<file path="config.mk">
export PLATFORM = sky130hd
export DESIGN_NAME = note_scheduler
export DESIGN_NICKNAME = d
export VERILOG_FILES = /design/src/rtl/note_scheduler.sv
export SDC_FILE = /design/constraint.sdc
export NUM_CORES = 1
export LEC_CHECK = 0
export ABC_AREA = 1
export CORE_MARGIN = 4
export CORE_UTILIZATION = 65
export DETAILED_ROUTE_END_ITERATION = 10
export DONT_BUFFER_PORTS = 1
export PLACE_DENSITY = 0.81
export SLEW_MARGIN = 20
export SYNTH_ARGS = -nofsm -noshare
export SYNTH_HDL_FRONTEND = slang
export SYNTH_SLANG_ARGS = --single-unit
</file>
<file path="constraint.sdc">
create_clock -name clk -period 6.1 [get_ports clk]
set_input_delay 0.61 -clock clk [delete_from_list [all_inputs] [get_ports clk]]
set_output_delay 0.61 -clock clk [all_outputs]
set_load 0.1 [all_outputs]
</file>
<file path="src/rtl/note_scheduler.sv">
// Tempo-driven 8-step note sequencer: one note per step, silent gap at step end, writable loop pattern.
// Optional NOTE_SCHED_ONESHOT_EN: stop after step 7 instead of wrapping to step 0.
module note_scheduler #(
    parameter int unsigned TEMPO_DIV  = 1500000,
    parameter int unsigned GAP_CYCLES = 150000
) (
    input  logic       clk,
    input  logic       n_rst,
    input  logic       play_edge,
    input  logic [1:0] tempo_sel,
    input  logic       wr_en,
    input  logic [2:0] wr_addr,
    input  logic [3:0] wr_note,
    output logic [3:0] note_out,
    output logic [2:0] step_idx,
    output logic       step_strobe,
    output logic       playing
);

    typedef enum logic [1:0] {
        IDLE = 2'd0,
        PLAY = 2'd1,
        GAP  = 2'd2
    } state_t;

    localparam logic [3:0] REST = 4'hF;
    localparam logic [3:0] PATTERN_DEFAULT [8] = '{
        4'd0, 4'd2, 4'd4, 4'd5, 4'd7, 4'd9, 4'd11, 4'd12
    };

    state_t      state_q, state_d;
    logic [2:0]  step_q, step_d;
    logic [31:0] cnt_q, cnt_d;
    logic        strobe_q, strobe_d;
    logic [1:0]  tsel_q, tsel_d;
    logic [3:0]  pattern_q [8];

    logic [31:0] step_len;
    logic [31:0] last_cnt;
    logic [31:0] gap_start_cnt;
    logic        at_boundary;
    logic        at_gap_start;

    // Step length follows the tempo latched at the last boundary, not the live input.
    assign step_len      = 32'(TEMPO_DIV) << tsel_q;
    assign last_cnt      = step_len - 32'd1;
    assign gap_start_cnt = step_len - 32'(GAP_CYCLES) - 32'd1;
    assign at_boundary   = (cnt_q == last_cnt);
    assign at_gap_start  = (GAP_CYCLES > 0) && (cnt_q == gap_start_cnt);

    always_ff @(posedge clk or negedge n_rst) begin
        if (!n_rst) begin
            state_q  <= IDLE;
            step_q   <= 3'd0;
            cnt_q    <= 32'd0;
            strobe_q <= 1'b0;
            tsel_q   <= 2'd0;
        end else begin
            state_q  <= state_d;
            step_q   <= step_d;
            cnt_q    <= cnt_d;
            strobe_q <= strobe_d;
            tsel_q   <= tsel_d;
        end
    end

    always_comb begin
        state_d  = state_q;
        step_d   = step_q;
        cnt_d    = cnt_q;
        strobe_d = 1'b0;
        tsel_d   = tsel_q;

        unique case (state_q)
            IDLE: begin
                cnt_d  = 32'd0;
                step_d = 3'd0;
                if (play_edge) begin
                    state_d  = PLAY;
                    strobe_d = 1'b1;
                    tsel_d   = tempo_sel;
                end
            end
            PLAY, GAP: begin
                // Stop has priority over a coincident step boundary.
                if (play_edge) begin
                    state_d = IDLE;
                    step_d  = 3'd0;
                    cnt_d   = 32'd0;
                end else if (at_boundary) begin
                    cnt_d  = 32'd0;
                    tsel_d = tempo_sel;
`ifdef NOTE_SCHED_ONESHOT_EN
                    if (step_q == 3'd7) begin
                        state_d = IDLE;
                        step_d  = 3'd0;
                    end else begin
                        state_d  = PLAY;
                        step_d   = step_q + 3'd1;
                        strobe_d = 1'b1;
                    end
`else
                    state_d  = PLAY;
                    step_d   = step_q + 3'd1;
                    strobe_d = 1'b1;
`endif
                end else begin
                    cnt_d = cnt_q + 32'd1;
                    if (state_q == PLAY && at_gap_start) begin
                        state_d = GAP;
                    end
                end
            end
            default: begin
                state_d = IDLE;
                step_d  = 3'd0;
                cnt_d   = 32'd0;
            end
        endcase
    end

    // Pattern slots: written in any state, reloaded only by reset.
    for (genvar gi = 0; gi < 8; gi++) begin : g_slot
        always_ff @(posedge clk or negedge n_rst) begin
            if (!n_rst) begin
                pattern_q[gi] <= PATTERN_DEFAULT[gi];
            end else if (wr_en && (wr_addr == 3'(gi))) begin
                pattern_q[gi] <= wr_note;
            end
        end
    end

    assign note_out    = (state_q == PLAY) ? pattern_q[step_q] : REST;
    assign step_idx    = step_q;
    assign step_strobe = strobe_q;
    assign playing     = (state_q != IDLE);

endmodule

</file>
# Yosys cells after proc, flatten, opt, wreduce, memory -nomap -nowiden
# Index checks and enable logic that the tools add are counted.
[word_totals]
register_bits = 72
latch_bits = 0
ram_bits = 0
mem_bits_ro = 0
in_bits = 13
wordCells = 76
mem_count = 0
[op_classes]
addsub = 5
n_mul = 0
div_mod_pow = 0
n_lt_le_gt_ge = 1
eq_ne = 16
shifts = 1
mux = 23
n_bitwise = 1
reduce_logical = 16
[op_table]
columns = ["op", "n"]
rows = [
  ["$mux W32", 3],
  ["$eq A32 B32 Y1", 2],
  ["$sub A32 B1 Y32 const B", 2],
  ["$add A32 B1 Y32 const B", 1],
  ["$shl A21 B2 Y32 const A", 1],
  ["$sub A32 B18 Y32 const B", 1],
  ["$mux W2", 7],
  ["$bmux W4 S3", 1],
  ["$eq A3 B3 Y1 const B", 4],
  ["$mux W4", 3],
  ["$logic_and A1 B1 Y1", 9],
  ["$mux W3", 3],
  ["$pmux W2 S2", 2],
  ["$eq A3 B2 Y1 const B", 2],
  ["$ne A2 B2 Y1 const B", 3],
  ["$ge A4 B4 Y1 const B", 1],
  ["$ne A4 B4 Y1 const B", 1],
  ["$not A3 Y4", 1],
  ["$reduce_and A4 Y1", 1],
  ["$reduce_bool A2 Y1", 2],
  ["$add A3 B1 Y3 const B", 1],
  ["$eq A3 B1 Y1 const B", 1],
  ["$logic_not A3 Y1", 1],
  ["$mux W1", 3],
  ["other kinds (7)", 7],
]

# Logic depth before layout (Yosys ltp)
# Gate-level depths: netlist (run 1).
[depth]
word_depth = 9
mapped_depth = 16
ltp_nobuf = 15

# Least setup slack after synthesis (run 1)
# OpenSTA, ideal clock, no wires.
[synth_timing]
path_kind = "register -> output"
start = "register step_q[1], in the netlist step_idx[1]"
end = "output port note_out[0]"
t_arrival_ns = 2.421
required_time_ns = 5.490
path_slack_ns = 3.069
stages_incl_launch_ff = 6
n_path_buf = 1
cell_sequence = "dfrtp_1 > buf_2 > clkinv_1 > a21oi_1 > a221oi_1 > or3b_2"
[synth_via]
elab_chain_len = 5
[synth_lines]
columns = ["item", "line", "rtl"]
rows = [
  ["start, declared", "32", "logic [2:0] step_q, step_d;"],
  ["start signal, assigned", "60", "step_q <= step_d;"],
  ["$not A3 Y4 (not written as such)", "133", "assign note_out = (state_q == PLAY) ? pattern_q[step_q] : REST;"],
  ["$bmux W4 S3", "133", ""],
  ["$mux W4 (not written as such) (2 in series)", "133", ""],
  ["$mux W4", "133", ""],
  ["end, declared", "14", "output logic [3:0] note_out,"],
]
# Every way passes these cells. The select of a mux whose other input is x is not followed.

# Final worst setup path (run 1)
[layout_timing]
start = "register step_q[1], in the netlist step_idx[1]"
end = "output port note_out[1]"
# The elaborated chain is that of the path after synthesis.

==> results.md, run 1 <==
* CTS Buffer Depth at 2
* Number of antenna diodes at 0
* EDFF count, synth at 0
* Netlist cell types at 37
* Slew Limit Headroom at 26.22%
* Avg Vias per Cell at 5.772
* # rows at 30
* Commonest non-fill, non-tap cell in the layout: nand2_1
* CP Launch Type: register
* TritonCTS clock tree: yes
* Slowest CP cell: or3b_2
* Asr flop ratio synth at 100.0%
* Antenna-violating nets left at 0
* Register clock-pin slew on the reported worst setup and hold paths at 0.08 ns
* Grt total ovfl at 0
* Detailed Route Iter0 Violations at 244
* Clock period minus final worst setup slack at 3.316 ns
* Clock Skews at 0.009705 ns
* I/O pin count at 22
* Total negative slack at 0 ns
* RSZ-0062 raised after global routing: false
* Element type at the critical path end: output pin
* Power Dens Cells at 347.8 nW/µm²
* I/O Buffers at 0
* Syn_nets at 651
* RR Startpoint: tsel_q[1]
* Worst Reg-to-Reg Cells at 13
* Core Area at 6794 µm²
* Root buf cell: clkbuf_8
* Chip width at 91.50 µm
* Reg2Reg Capture Point: cnt_q[24]
* CTS sink count at 72
* Synthesized cell area at 4532 µm²
* FMAX at 301.6 MHz
* Primary FF master, synth: dfrtp_1
* HPWL Detailed at 8938 µm
* Status: finished, final reports clean
* Initial Util at 66.70%
* Final #Nets at 653
* HP Class: in2async
* Die area at 8372 µm²
* Critical path arrival at 2.71 ns
* Worst-Skew Late Latency at 0.35 ns
* Die height at 91.50 µm
* Worst Setup SP: step_idx[1]
* GRT Resource Usage Total at 31.09%
* Placed cells at 710
* Vias in the first global route at 4234
* Final hold viol count at 0
* Vias at 4196
* CTS buffer count at 9
* Critical setup path kind: reg2out
* Total Routed Length at 11960 µm
* Period Utilization, post-route at 54.35%
* Filler Cells Inserted at 563
* Non-filler cells, final at 727
* Critical path required time at 5.49 ns
* Yosys warnings at 0
* Max VDD drop at 0.1398 mV
* H-tree depth at 3
* Largest net degree at the start of global routing at 59
* Mapped Avg Cell Area at 7.263 µm²
* Worst path cell trace: clkinv_1 > a21oi_1 > a221oi_1 > or3b_2
* Crit path to: note_out[1]
* Synth Register Bits at 72
* Share of cells above drive strength 1 at 10.78%
* Lkg Pwr at 2.233 nW
* Critical Path Max Stage Delay at 0.80 ns
* Global-route wire length before repair at 20510 µm
* Number of antenna violations at the first check in global routing at 0
* DR pass1 iterations at 7
* Maxcap violations at 0
* CP max FO at 11
* Slew Limit Fails at 0
* Synthesized instance count at 624
* Post-detailed-route DRC marker count at 0
* Area delta synth->final at 7.510%
* Least-Margin Pin Slew at 1.107 ns
* Register area share after synthesis at 40.14%
* Commonest non-fill, non-tap cells in the layout: nand2_1, nor2_1, inv_1, dfrtp_1, o21ai_0
* Final setup viols at 0
* Worst reg2reg setup slack at 3.08 ns
* Drt wl/cell at 16.45 µm
* RePlAce Congestion at 0.9949
-- report_power, final --
part | internal [mW] | switching (mW) | leakage (nW) | total [mW]
Combinational | 0.171 | 0.432 | 1.19 | 0.603
Clock | 0.277 | 0.193 | 0.122 | 0.471
Sequential | 0.549 | 0.0726 | 0.920 | 0.621
-- how the worst min path moves through the flow --
stage / cells after the start / endpoint / startpoint
2_1_floorplan: 0 / cnt_q[0] / n_rst
3_3_place_gp: 0 / pattern_q[21] / n_rst
3_5_place_dp: 0 / pattern_q[21] / n_rst
4_1_cts: 0 / pattern_q[22] / n_rst
5_1_grt: 0 / pattern_q[22] / n_rst
6_report: 0 / pattern_q[22] / n_rst
-- what timing repair did --
action	CTS	global route
setup buffers	0	0
endpoints found under the hold margin	58	0
gates resized for setup	0	0
hold buffers	1	0
-- synth_stat cells, types with 2 or more instances --
cell | count | area [µm²]
nand4_1 | 8 | 50.05
xnor2_1 | 5 | 43.79
nand2_2 | 5 | 31.28
ha_1 | 14 | 175.2
nor3_1 | 21 | 105.1
dfstp_2 | 14 | 367.9
nand3_2 | 4 | 40.04
dfrtp_1 | 58 | 1451
inv_1 | 61 | 229.0
a221oi_1 | 8 | 70.07
buf_6 | 2 | 22.52
nand2_1 | 183 | 686.9
nor3b_1 | 3 | 22.52
inv_2 | 9 | 33.78
o22ai_1 | 2 | 12.51
nand3_1 | 31 | 155.2
nor3_4 | 2 | 32.53
nand3b_1 | 2 | 15.01
nor2_1 | 76 | 285.3
a21oi_1 | 30 | 150.1
nor2_2 | 5 | 31.28
or3b_2 | 4 | 35.03
nor4_1 | 3 | 18.77
o21ai_1 | 2 | 10.01
xor2_1 | 15 | 131.4
buf_2 | 8 | 40.04
nor3_2 | 2 | 20.02
o21ai_0 | 37 | 185.2
nor2_4 | 2 | 22.52
-- metrics by stage --
step	area, µm²	util [%]	hold slack (ns)	power (mW)	setup slack (ns)
finish	4872	71.71	0.08661	1.694	2.784
global route	4872	71.71	0.05295	1.810	2.649
CTS	4871	71.69	0.07241	1.702	2.288
detailed placement	4593	67.61	0.3160	1.216	2.681
global placement	4593	67.61	0.3160	1.202	2.781
floorplan	4532	-	0.3144	1.115	3.069
-- state kept, by name, indices dropped and copies added (netlist names) --
| name | cells |
|---|---|
| cnt_q | 32 |
| pattern_q | 32 |
| state_q | 2 |
| step_idx | 3 |
| step_strobe | 1 |
| tsel_q | 2 |
-- critical path, delay by kind of cell, from the launching register on --
family	cells	cell delay [ns]
buffers and inverters	1	0.42
AO/OA/AOI/OAI	2	0.34
flip-flops	1	0.79
AND/OR/NAND/NOR	1	0.80
-- per-layer routing --
metal | track usage [%] | routed length (µm) | share of wire (%)
met5 | 0 | 0 | 0
met3 | 6.297 | 683 | 5.7
met2 | 52.28 | 5850 | 49
met1 | 35.63 | 4663 | 39
met4 | 20.35 | 759 | 6.3
-- cell families after synthesis --
kind of cell | after synthesis | share of synthesized area, %
buffers and inverters | 82 | 7.344
xor gates and xnor gates | 20 | 3.865
DFF | 72 | 40.14
and+or+nand+nor | 354 | 34.79
AOI/OAI and AO/OA | 82 | 9.995
adders and majority gates | 14 | 3.865
-- cell type report --
class	instances	area (µm²)	share of cell area, %
multi-input cells	470	2380	48.84
flip-flops and latches	72	1821	37.37
inverters	71	266.5	5.470
clock inverters	7	126.4	2.594
clock buffers	9	123.9	2.542
well taps	96	120.1	2.465
repair buffers	2	35.03	0.7191
Note: power is estimated with default switching activity, not from simulation.
==> run 2, diff against run 1 <==
--- a/config.mk
+++ b/config.mk
@@ -7,10 +7,10 @@
 export LEC_CHECK = 0
 export ABC_AREA = 1
 export CORE_MARGIN = 4
-export CORE_UTILIZATION = 65
+export CORE_UTILIZATION = 64
 export DETAILED_ROUTE_END_ITERATION = 10
 export DONT_BUFFER_PORTS = 1
-export PLACE_DENSITY = 0.81
+export PLACE_DENSITY = 0.8
 export SLEW_MARGIN = 20
 export SYNTH_ARGS = -nofsm -noshare
 export SYNTH_HDL_FRONTEND = slang
==> constraint.sdc (replaced) <==
create_clock -name clk -period 3.1 [get_ports clk]
set_input_delay 0.31 -clock clk [delete_from_list [all_inputs] [get_ports clk]]
set_output_delay 0.31 -clock clk [all_outputs]
set_load 0.1 [all_outputs]
==> results.md, run 2 (synthesis gave the netlist of run 1 again) <==
* Area delta synth->final at 9.387%
* Delay-heaviest family, CP: simple AND/OR/NAND/NOR gates
* Lkg Pwr at 2.292 nW (+2.7%)
* Global-route wire length before repair at 20070 µm (-2.2%)
* Worst Reg-to-Reg Cells at 13 (unchanged)
* Critical setup path kind: reg2reg
* I/O Buffers at 0 (unchanged)
* Share of cells above drive strength 1 at 11.99% (+1.2 points)
* Final #Nets at 664 (+1.7%)
* TritonCTS clock tree: yes
* Commonest non-fill, non-tap cell in the layout: nand2_1
* Sw Ratio at 42.89% (+1.7 points)
* Sequential power share at 36.5% (-0.2 points)
* Max VDD drop at 0.3698 mV (+160%)
* Power Internal at 1.909 mW (+91%)
* Period Utilization, post-route at 87.53%
* HP Class: in2reg
* RSZ-0062 raised after global routing: false
* DR pass1 iterations at 5 (-2)
* Number of antenna diodes at 0 (unchanged)
* Clock period minus final worst setup slack at 2.714 ns
* Place WS at 0.4318 ns (-2.250 ns)
* Net Sw Power at 1.434 mW (+110%)
* Crit path depth at 13 (+9)
* Slew Limit Headroom at 41.16% (+15 points)
* Post-DP Area at 4718 µm² (+2.7%)
* Status: finished, final reports clean
* Slowest CP cell: dfrtp_1
* Total Routed Length at 11970 µm (+0.11%)
* Post-detailed-route DRC marker count at 0 (unchanged)
* Least-Margin Pin Slew at 0.8759 ns (-0.2308 ns)
* Hold WS at 0.08790 ns (+0.001292 ns)
* # rows at 30 (unchanged)
* Initial Util at 66.34% (-0.37 points)
* Register clock-pin slew on the reported worst setup and hold paths at 0.09 ns (about the same)
* Element type at the critical path end: register
* Largest net degree at the start of global routing at 73 (+24%)
* Worst path cell trace: inv_1 > ha_1 > inv_1 > nand2_1 > nand2_1 > nor2_1 > nand2_1 > nor2_2 > nand3_1 > nand3_2 > inv_1 > o21ai_0 > a21oi_1
* Detailed Route Iter0 Violations at 279 (+14%)
* Critical path required time at 3.34 ns (-2.15 ns)
* Slew Limit Fails at 0 (unchanged)
* CTS buffer count at 9 (unchanged)
* Maxcap violations at 0 (unchanged)
* Final hold viol count at 0 (unchanged)
* Final worst setup slack at 0.3865 ns (-2.398 ns)
* Clock Skews at 0.01487 ns (+0.005162 ns)
* Core Area at 6832 µm² (+0.55%)
* Worst-Skew Late Latency at 0.36 ns (about the same)
* Root buf cell: clkbuf_8
* Die height at 92.15 µm (+0.71%)
* Design Area, Final at 4957 µm² (+1.7%)
* HPWL Detailed at 9122 µm (+2.1%)
* Hold path cells at 2
* Filler Cells Inserted at 590 (+4.8%)
* I/O pin count at 22 (unchanged)
* Grt total ovfl at 0 (unchanged)
* Antenna-violating nets left at 0 (unchanged)
* Buf+Inv Stages, Crit Path at 3 (+2)
* FMAX at 368.5 MHz
* Die area at 8492 µm² (+1.4%)
* Vias at 4212 (+0.38%)
* CP max FO at 19 (+8)
* CP Launch Type: register
* Chip width at 92.15 µm (+0.71%)
* Critical Path Max Stage Delay at 0.58 ns (-0.22 ns)
* Avg Vias per Cell at 5.707 (-1.1%)
* CTS Buffer Depth at 2 (unchanged)
* Clock Power Share at 23.5% (-4.3 points)
* CTS sink count at 72 (unchanged)
* GRT Resource Usage Total at 30.19% (-0.90 points)
* Critical path arrival at 2.96 ns (+0.25 ns)
* Power Dens Cells at 674.3 nW/µm² (+94%)
* Final setup viols at 0 (unchanged)
* RePlAce Congestion at 0.9756 (-1.9%)
* Drt wl/cell at 16.22 µm (-1.4%)
* Commonest non-fill, non-tap cells in the layout: nand2_1, nor2_1, inv_1, dfrtp_1, o21ai_0
* Vias in the first global route at 4264 (+0.71%)
* Total negative slack at 0 ns (unchanged)
* Combinational power share at 40.1% (+4.5 points)
* Number of antenna violations at the first check in global routing at 0 (unchanged)
* H-tree depth at 3 (unchanged)
run 2: final cells by class:
class                      count  area (µm²)  area share [%]
sequential                    72        1819           36.70
timing repair buffer          13       170.2           3.433
inverter                      71       266.5           5.376
tap                           96       120.1           2.423
multi-input combinational    470        2380           48.01
clock inverter                 7       77.57           1.565
clock buffer                   9       123.9           2.499
run 2: power by group through the flow:
stage	Combinational, mW	Sequential (mW)	Clock, mW
2_1_floorplan	0.997	1.20	0
6_report	1.34	1.22	0.785
5_1_grt	1.49	1.24	0.836
3_3_place_gp	1.28	1.23	0
4_1_cts	1.33	1.22	0.792
3_5_place_dp	1.30	1.23	0
run 2: final timing paths:
check,start,endpoint,slack [ns]
max in group asynchronous,n_rst,pattern_q[14],2.28
worst min-delay path,tempo_sel[0],tsel_q[0],0.09
worst min register to register,pattern_q[26],pattern_q[26],0.49
worst max-delay path,tsel_q[1],cnt_q[24],0.39
min in group asynchronous,n_rst,pattern_q[29],0.48
worst max register to register,tsel_q[1],cnt_q[24],0.39
run 2: repair_timing:
item | CTS | global route
buffers inserted | 0 | 0
endpoints found under the hold margin | 72 | 0
resized for setup | 0 | 0
hold buffers | 2 | 0
endpoints found under the setup margin | 0 | 0
run 2: layer usage:
layer / vias up / wire, µm / global-route usage (%)
li1: 2038 / - / -
met1: 1944 / 4946 / 37.38
met2: 187 / 5748 / 48.30
met3: 43 / 779 / 6.153
met4: 0 / 495 / 18.81
met5: - / 0 / 0
run 2: per-stage QoR:
| step | cells | total power, mW | utilization [%] |
|---|---|---|---|
| after detailed placement | 720 | 2.534 | 69.07 |
| after CTS | 738 | 3.336 | 72.56 |
| final | 738 | 3.343 | 72.56 |
| after floorplan | 624 | 2.194 | - |
| after global placement | 720 | 2.504 | 69.07 |
| after global routing | 738 | 3.558 | 72.56 |
